## src/rtl/cholesky_pkg.sv

```systemverilog
// Shared widths and state encoding for the Cholesky diagonal-radical path.
package cholesky_pkg;

    localparam int unsigned N_MAX  = 32;
    localparam int unsigned CNT_W  = $clog2(N_MAX + 1);
    localparam int unsigned ACC_W  = 44;
    localparam int unsigned RAD_W  = 36;
    localparam int unsigned L_W    = 27;
    localparam int unsigned FRAC   = 16;
    localparam int unsigned PROD_W = 2 * L_W;

    typedef enum logic [2:0] {
        ST_IDLE  = 3'd0,
        ST_ACC   = 3'd1,
        ST_DRAIN = 3'd2,
        ST_SUB   = 3'd3,
        ST_OUT   = 3'd4
    } diag_state_t;

endpackage

```

## src/rtl/diag_square_pipe.sv

```systemverilog
// Two-stage signed squarer: stage 1 holds L, stage 2 holds the Q22.32 square.
// pipe_empty means stage 1 is empty: any stage-2 product is absorbed on the next edge.
module diag_square_pipe
    import cholesky_pkg::*;
(
    input  logic              clk,
    input  logic              reset,
    input  logic              in_valid,
    input  logic [L_W-1:0]    in_data,
    output logic              prod_valid,
    output logic [PROD_W-1:0] prod,
    output logic              pipe_empty
);

    logic                     s1_valid_q, s1_valid_d;
    logic [L_W-1:0]           s1_data_q, s1_data_d;
    logic                     prod_valid_q, prod_valid_d;
    logic [PROD_W-1:0]        prod_q, prod_d;
    logic                     pipe_empty_q, pipe_empty_d;
    logic signed [PROD_W-1:0] s1_ext;

    always_comb begin
        s1_valid_d   = in_valid;
        s1_data_d    = in_valid ? in_data : s1_data_q;
        s1_ext       = {{(PROD_W - L_W){s1_data_q[L_W-1]}}, s1_data_q};
        prod_valid_d = s1_valid_q;
        prod_d       = s1_valid_q ? PROD_W'(s1_ext * s1_ext) : prod_q;
        pipe_empty_d = !in_valid;
    end

    always_ff @(posedge clk or posedge reset) begin
        if (reset) begin
            s1_valid_q   <= 1'b0;
            s1_data_q    <= '0;
            prod_valid_q <= 1'b0;
            prod_q       <= '0;
            pipe_empty_q <= 1'b1;
        end else begin
            s1_valid_q   <= s1_valid_d;
            s1_data_q    <= s1_data_d;
            prod_valid_q <= prod_valid_d;
            prod_q       <= prod_d;
            pipe_empty_q <= pipe_empty_d;
        end
    end

    assign prod_valid = prod_valid_q;
    assign prod       = prod_q;
    assign pipe_empty = pipe_empty_q;

endmodule

```

## src/rtl/diag_radical_acc.sv

```systemverilog
// Computes a_jj - sum(L_jk^2) for one Cholesky column and hands it to the sqrt stage.
// Define DIAG_RADICAL_CLAMP_EN to clamp negative radicals to zero and flag them.
module diag_radical_acc
    import cholesky_pkg::*;
(
    input  logic             clk,
    input  logic             reset,
    input  logic             start,
    input  logic [RAD_W-1:0] diag_in,
    input  logic [CNT_W-1:0] k_len,
    input  logic             l_valid,
    input  logic [L_W-1:0]   l_data,
    output logic             l_ready,
    output logic             radical_valid,
    output logic [RAD_W-1:0] radical,
    input  logic             radical_ready,
    output logic             busy,
    output logic             clamp
);

    localparam int unsigned DIFF_W = ACC_W + 1;

    diag_state_t       state_q, state_d;
    logic [RAD_W-1:0]  diag_q, diag_d;
    logic [CNT_W-1:0]  klen_q, klen_d;
    logic [CNT_W-1:0]  cnt_q, cnt_d;
    logic [ACC_W-1:0]  acc_q, acc_d;
    logic [RAD_W-1:0]  radical_q, radical_d;
    logic              clamp_q, clamp_d;
    logic              radical_valid_q, radical_valid_d;
    logic              l_ready_q, l_ready_d;
    logic              busy_q, busy_d;

    logic              l_accept_c;
    logic [CNT_W-1:0]  klen_eff_c;
    logic [DIFF_W-1:0] diff_c;
    logic              prod_valid;
    logic [PROD_W-1:0] prod;
    logic              pipe_empty;

    assign l_accept_c = l_valid && l_ready_q;

    diag_square_pipe u_pipe (
        .clk        (clk),
        .reset      (reset),
        .in_valid   (l_accept_c),
        .in_data    (l_data),
        .prod_valid (prod_valid),
        .prod       (prod),
        .pipe_empty (pipe_empty)
    );

    always_comb begin
        klen_eff_c = (k_len > CNT_W'(N_MAX)) ? CNT_W'(N_MAX) : k_len;
        diff_c     = DIFF_W'(diag_q) - DIFF_W'(acc_q);
    end

    // Next-state and datapath; squares are always >= 0 so the shift is a floor.
    always_comb begin
        state_d         = state_q;
        diag_d          = diag_q;
        klen_d          = klen_q;
        cnt_d           = cnt_q;
        acc_d           = acc_q;
        radical_d       = radical_q;
        clamp_d         = clamp_q;
        radical_valid_d = radical_valid_q;

        if (prod_valid) begin
            acc_d = acc_q + ACC_W'(prod >> FRAC);
        end

        case (state_q)
            ST_IDLE: begin
                if (start) begin
                    diag_d  = diag_in;
                    klen_d  = klen_eff_c;
                    cnt_d   = '0;
                    acc_d   = '0;
                    state_d = (klen_eff_c == '0) ? ST_SUB : ST_ACC;
                end
            end
            ST_ACC: begin
                if (l_accept_c) begin
                    cnt_d = cnt_q + CNT_W'(1);
                    if (cnt_q + CNT_W'(1) == klen_q) begin
                        state_d = ST_DRAIN;
                    end
                end
            end
            ST_DRAIN: begin
                if (pipe_empty) begin
                    state_d = ST_SUB;
                end
            end
            ST_SUB: begin
`ifdef DIAG_RADICAL_CLAMP_EN
                if (diff_c[DIFF_W-1]) begin
                    radical_d = '0;
                    clamp_d   = 1'b1;
                end else begin
                    radical_d = RAD_W'(diff_c);
                    clamp_d   = 1'b0;
                end
`else
                radical_d = RAD_W'(diff_c);
                clamp_d   = 1'b0;
`endif
                radical_valid_d = 1'b1;
                state_d         = ST_OUT;
            end
            ST_OUT: begin
                if (radical_ready) begin
                    radical_valid_d = 1'b0;
                    state_d         = ST_IDLE;
                end
            end
            default: begin
                state_d = ST_IDLE;
            end
        endcase

        l_ready_d = (state_d == ST_ACC);
        busy_d    = (state_d != ST_IDLE);
    end

    always_ff @(posedge clk or posedge reset) begin
        if (reset) begin
            state_q         <= ST_IDLE;
            diag_q          <= '0;
            klen_q          <= '0;
            cnt_q           <= '0;
            acc_q           <= '0;
            radical_q       <= '0;
            clamp_q         <= 1'b0;
            radical_valid_q <= 1'b0;
            l_ready_q       <= 1'b0;
            busy_q          <= 1'b0;
        end else begin
            state_q         <= state_d;
            diag_q          <= diag_d;
            klen_q          <= klen_d;
            cnt_q           <= cnt_d;
            acc_q           <= acc_d;
            radical_q       <= radical_d;
            clamp_q         <= clamp_d;
            radical_valid_q <= radical_valid_d;
            l_ready_q       <= l_ready_d;
            busy_q          <= busy_d;
        end
    end

    assign l_ready       = l_ready_q;
    assign busy          = busy_q;
    assign radical_valid = radical_valid_q;
    assign radical       = radical_q;
    assign clamp         = clamp_q;

endmodule

```

## config.mk

```make
export PLATFORM = sky130hd
export DESIGN_NAME = diag_radical_acc
export DESIGN_NICKNAME = d
export VERILOG_FILES = /design/src/rtl/cholesky_pkg.sv /design/src/rtl/diag_square_pipe.sv /design/src/rtl/diag_radical_acc.sv
export SDC_FILE = /design/constraint.sdc
export NUM_CORES = 2
export LEC_CHECK = 0
export ABC_AREA = 1
export CAP_MARGIN = 10
export CORE_MARGIN = 4
export CORE_UTILIZATION = 60
export CTS_BUF_LIST = sky130_fd_sc_hd__clkbuf_4 sky130_fd_sc_hd__clkbuf_8
export CTS_CLUSTER_DIAMETER = 80
export CTS_CLUSTER_SIZE = 10
export DETAILED_ROUTE_END_ITERATION = 16
export DONT_BUFFER_PORTS = 1
export PLACE_DENSITY = 0.76
export SYNTH_ARGS = -nofsm -noshare
export SYNTH_HDL_FRONTEND = slang
export SYNTH_SLANG_ARGS = --single-unit
export TNS_END_PERCENT = 100
```

## constraint.sdc

```tcl
create_clock -name clk -period 8.65 [get_ports clk]
set_input_delay 0.865 -clock clk [delete_from_list [all_inputs] [get_ports clk]]
set_output_delay 0.865 -clock clk [all_outputs]
set_load 0.03 [all_outputs]
```

# Word level (Yosys, flattened, before mapping)
# Cells that the tools add are included.
# W data, S select, Z words.
# op_classes
n_addsub	3
mul	1
order_cmp	1
eq_ne	9
n_mux	16
n_reduce_logical	10
# op_table
cell	n
$mux W44	3
$mul A27 B27 Y54	1
$add A44 B38 Y44	1
$sub A36 B36 Y36	1
$mux W6	3
$mux W3	5
$pmux W3 S5	1
$pmux W6 S2	1
$add A6 B1 Y6 const B	1
$eq A3 B1 Y1 const B	2
$eq A3 B2 Y1 const B	2
$eq A6 B6 Y1	1
$gt A6 B6 Y1 const B	1
$logic_not A6 Y1	1
$ne A2 B2 Y1 const B	2
$reduce_and A2 Y1	2
$reduce_bool A2 Y1	2
$eq A3 B3 Y1 const B	1
$logic_not A3 Y1	1
$reduce_and A3 Y1	1
$reduce_bool A3 Y1	1
$mux W2	1
$ne A2 B1 Y1 const B	1
$pmux W1 S2	1
3 further kinds	3
# totals
register_bits	218
inputBits	74
out_inout_bits	40
word_cells	54

# Logic depth before layout (Yosys ltp)
# depth
ltp_word	7
ltp_mapped	31
mapped_depth_nobuf	29

# Hierarchy
# From an unflattened synthesis, not the netlist that was laid out.
# unflattened
cells_unflattened	4979
hier_area_um2	38466.9
# by_module_without_submodules
module	n_inst	cells_per_inst	area_per_inst_um2	seq_area_each_um2
diag_square_pipe	1	3531	28648.7	2078.2
diag_radical_acc	1	1448	9818.2	3153.0

# Worst setup path after synthesis
# Ideal clock, no wire load.
# synth_timing
path_kind	register -> register
start	register u_pipe.s1_data_q[26]
end	register u_pipe.prod_q[46] (netlist: u_pipe.prod[46])
setup_ps	118
arrival_time_ps	6267
required_ps	8532
setup_slack_ps	2265
path_stages_with_launch	28
n_path_buf	2
synth_period_minus_slack_ps	6385
cell_sequence	dfrtp_1 -> buf_2 -> clkbuf_1 -> nand2_1 -> inv_1 -> fa_1 -> fa_1 -> fa_1 -> ha_1 -> inv_1 -> fa_1 -> inv_1 -> fa_1 -> inv_1 -> fa_1 -> inv_1 -> ha_1 -> nand2_1 -> nor2_1 -> inv_1 -> nor3_1 -> nand2_1 -> nor3_1 -> nand2_1 -> nand3_1 -> nand2_1 -> nand3_1 -> nand2_1
# synth_via
elab_chain_cells	1
# synth_rtl
item	line	text
start: declaration	diag_square_pipe.sv:16	logic [L_W-1:0] s1_data_q, s1_data_d;
start signal: assignment	diag_square_pipe.sv:40	s1_data_q <= s1_data_d;
$mul A27 B27 Y54	diag_square_pipe.sv:27	prod_d = s1_valid_q ? PROD_W'(s1_ext * s1_ext) : prod_q;
end signal: assignment	diag_square_pipe.sv:42	prod_q <= prod_d;
end: declaration	diag_square_pipe.sv:18	logic [PROD_W-1:0] prod_q, prod_d;
# Every way passes these cells.
# A chain may end at the register's enable or synchronous reset.

# Worst setup path after layout
# layout_timing
start	register u_pipe.s1_data_q[6]
end	register u_pipe.prod_q[46] (netlist: u_pipe.prod[46])
# The elaborated chain is that of the path after synthesis.

==> reports/results.txt <==
The run finished with clean final reports. The pre-antenna-repair detailed-routing pass consisted of 6 iterations. Final estimated routing congestion in global placement: 0.9882. In this run the tightest slew margin relative to its limit is 29.84%.

The number of nets in the final layout was 5684. TritonCTS built the clock tree. For this run, the share of the core covered by cells in the final layout is 62.90%. After clock tree synthesis, the repair step resized 0 gates. In this run the critical register-to-register path is launched from u_pipe.s1_data_q[6].

Dividing the detail-routed via count by the number of cells gives 5.322. The worst endpoint required time was 9120 ps; the number of clock sinks was 192. The logs give 114 for the number of placed I/O pins and 29180 for the via count of the routed design. The final layout contains routed wiring with a total length of 98210 um. Max-cap violations in this run came to 0. Flip-flop cell with the highest count after synthesis: dfrtp_1. The tools report the number of core rows as 90. After synthesis the cells add up to 36780 um^2. The highest net fanout along the worst path works out to 19. In this run, the number of DRC markers left after iteration 0 of detailed routing was 2078. Across all register-to-register paths, the minimum setup slack is 1220 ps. The worst stage delay on the critical path is 1000 ps.

For the largest net degree at the start of global routing, the log shows 74. End of the worst register-to-register path: u_pipe.prod[46]. The height of the die is 255.6 um. The number of buffers and inverters on the critical path works out to 6. Yosys printed 0 warnings. Relative to the synthesized area, the layout overhead comes to 3.408%. The worst setup path is of the reg -> reg kind.

For the count of distinct cell types in the synthesized netlist, the log shows 48. The run gives 13.07% as the sequential cell area fraction in the yosys report. Following the worst setup path forward leads to its endpoint at u_pipe.prod[46]. The cell with the largest stage delay on the worst path is dfrtp_1. The number of cells on the worst reg-to-reg path is 25.

The starting density of the core is 60.83%, and the total routing resource utilization after global routing is 30.65%. The sort of element at the start of the critical path was a register. The source of the critical timing path was u_pipe.s1_data_q[6].

Data arrives at the worst endpoint at 7900 ps. The via count of the first global-routing pass was 29980. For the maximum clock insertion buffer count, the log shows 2. Excluding fillers, the count of instances in the completed layout stands at 5482. After routing, the total negative slack on setup checks comes to 0 ps.

Buffers placed on the I/O ports in this run total 0. In this run, synthesis inferred 0 flip-flops with an integrated enable. The mean instance size in the synthesized netlist was 7.743 um^2.

The cell family contributing the most delay on the critical path is adder cells. STA classifies the critical path endpoint as a register. The final clock period utilization by the worst path is 85.87%, and the number of clock buffers inserted by TritonCTS is 17. Setup violations remaining at the end of the flow were counted as 0. The number of antenna violations at the first check in global routing came out at 1.

The total placed cells including tap cells is 5449, and the critical path depth is 25. For the final database, setup skew stands at 50.65 ps. The deepest level of the CTS H-tree is 4, and the routed wire length per instance is 17.91 um. The post-CTS setup repair buffer count was 0; the layout cell share with drive strength beyond 1 was 2.681%. The tools report the count of final max-slew check failures as 0. The floorplan step set the die width to 255.6 um.

Aggregate global routing overflow: 0. Register bit count reported by yosys: 192. Clock root buffer: clkbuf_8. The clock latency of the later-clocked register in the worst-skew pair was 620 ps; the global-route wire length before repair was 158900 um.

Hold is met by 167.5 ps. The run gives 0 as the antenna violation net count after detailed routing. After clock tree synthesis, the clock-pin slew on the worst setup and hold paths is 140 ps.

Counting every net in the synthesized netlist gives 5748. Hold buffer count at CTS: 0. After detailed routing, the number of remaining DRC violations is 0. The actual slew at the worst max-slew pin came out at 1052 ps. For the number of endpoints with negative hold slack in the final report, the log shows 0. In this run the worst hold path is classified as in -> async.

The cell count after synthesis came out at 4750. The die area was 65330 um^2; the fraction of registers with async set or reset after synthesis was 100.0%. Setup repair after global routing left no endpoint under its margin. The final critical path time including I/O delays and setup is 7428 ps, and the timing-limited maximum frequency is 134.6 MHz. Summed over all nets, the half-perimeter wirelength after detailed placement is 84350 um. The core region is 60470 um^2.
==> worst register-to-register path, stage by stage, from the launching register on <==
cell and delay (ps):
dfrtp_1 1000, nand2_1 230, inv_1 190, fa_1 480, fa_1 460, fa_1 490, ha_1 630, inv_1 380
fa_1 570, inv_1 50, fa_1 520, inv_1 50, fa_1 470, inv_1 40, ha_1 420, nand2_1 160
nor2_1 130, inv_1 70, nor3_1 280, nand2_1 120, nor3_1 140, nand2_1 140, nand3_1 110, nand2_1 50
nand3_1 70, nand2_1 50
==> sequential cells by signal (all words and copies together), names as in the netlist, 3 cells and up <==
| register | cells |
|---|---|
| cnt_q | 6 |
| radical | 36 |
| acc_q | 36 |
| klen_q | 6 |
| diag_q | 36 |
| state_q | 3 |
| u_pipe.s1_data_q | 27 |
| u_pipe.prod | 36 |
==> routing by layer <==
metal / GRT usage, % / vias up / wire [um]
li1: - / 13750 / -
met1: 43.39 / 14380 / 42870
met2: 50.40 / 906 / 46630
met3: 4.274 / 137 / 6097
met4: 8.243 / 0 / 2615
met5: 0 / - / 0
==> synth_stat cells, types with 8 or more instances <==
cell	count	area (um^2)
a21o_1	11	82.58
a21oi_1	176	880.8
a31oi_1	22	137.6
buf_1	25	93.84
buf_2	9	45.04
clkbuf_1	87	326.6
dfrtp_1	191	4780
fa_1	683	13670
ha_1	241	3015
inv_1	1340	5030
nand2_1	1108	4159
nand3_1	145	725.7
nand3b_1	15	112.6
nand4_1	37	231.5
nor2_1	280	1051
nor2_2	10	62.56
nor3_1	23	115.1
o21a_1	8	60.06
o21ai_0	136	680.7
o21ai_1	37	185.2
o21bai_1	27	202.7
or2_2	8	50.05
xnor2_1	27	236.5
xor2_1	34	297.8
==> per-stage QoR <==
| step | worst slack (ps) | area [um^2] |
|---|---|---|
| after floorplan | 2265 | 36780 |
| after global placement | 1448 | 37590 |
| after detailed placement | 1391 | 37590 |
| after CTS | 1323 | 38030 |
| after global routing | 727.0 | 38040 |
| final | 1222 | 38040 |
==> layout by cell type (no fill, tap or decap), types with 4 or more instances in the layout <==
cell | synthesis | final
inv_2 | 6 | 7
o211ai_1 | 7 | 7
o21bai_1 | 27 | 27
clkinv_1 | 4 | 4
nor3_2 | 6 | 7
o21ai_1 | 37 | 37
a21oi_1 | 176 | 176
clkbuf_8 | 0 | 17
xnor2_1 | 27 | 27
ha_1 | 241 | 241
nand2_2 | 6 | 6
inv_1 | 1340 | 1338
clkinv_8 | 0 | 4
nor2_1 | 280 | 280
a31oi_1 | 22 | 22
nand3_1 | 145 | 145
o21a_1 | 8 | 8
buf_4 | 3 | 41
inv_12 | 0 | 6
nand4_1 | 37 | 37
a21o_1 | 11 | 11
xor2_1 | 34 | 34
nor2_2 | 10 | 10
nand3b_1 | 15 | 15
or2_2 | 8 | 8
dfrtp_1 | 191 | 191
fa_1 | 683 | 683
o21ai_0 | 136 | 136
a21boi_0 | 6 | 6
nand2_1 | 1108 | 1108
nor3_1 | 23 | 22
==> cell type report <==
class	count	area (um^2)
Antenna cell	1	2.502
Timing Repair Buffer	41	307.8
Clock buffer	17	234.0
Multi-Input combinational cell	3084	26430
Sequential cell	192	4806
Inverter	1350	5075
Fill cell	5469	22440
Tap cell	782	978.4
Clock inverter	15	206.4
==> worst min-delay path by stage <==
stage,from,to,cells after the start
4_1_cts,reset,u_pipe.s1_data_q[17],1
6_report,reset,acc_q[2],1
5_1_grt,reset,acc_q[2],1
3_5_place_dp,diag_q[4],diag_q[4],2
3_3_place_gp,diag_q[28],diag_q[28],2
2_1_floorplan,u_pipe.prod_valid_d,u_pipe.prod_valid,0
==> cells by family after synthesis <==
group / after synthesis / synth area share (%)
buffers and inverters: 1474 / 15.10
AO/OA/AOI/OAI: 446 / 6.718
other: 1 / 0.01020
adder cells (fa/ha/maj): 924 / 45.37
XOR/XNOR: 62 / 1.497
flip-flops: 192 / 13.07
AND/OR/NAND/NOR: 1651 / 18.23
Power is not shown: default switching activity piles up to over one toggle a cycle in this logic, so the estimate is an artifact.
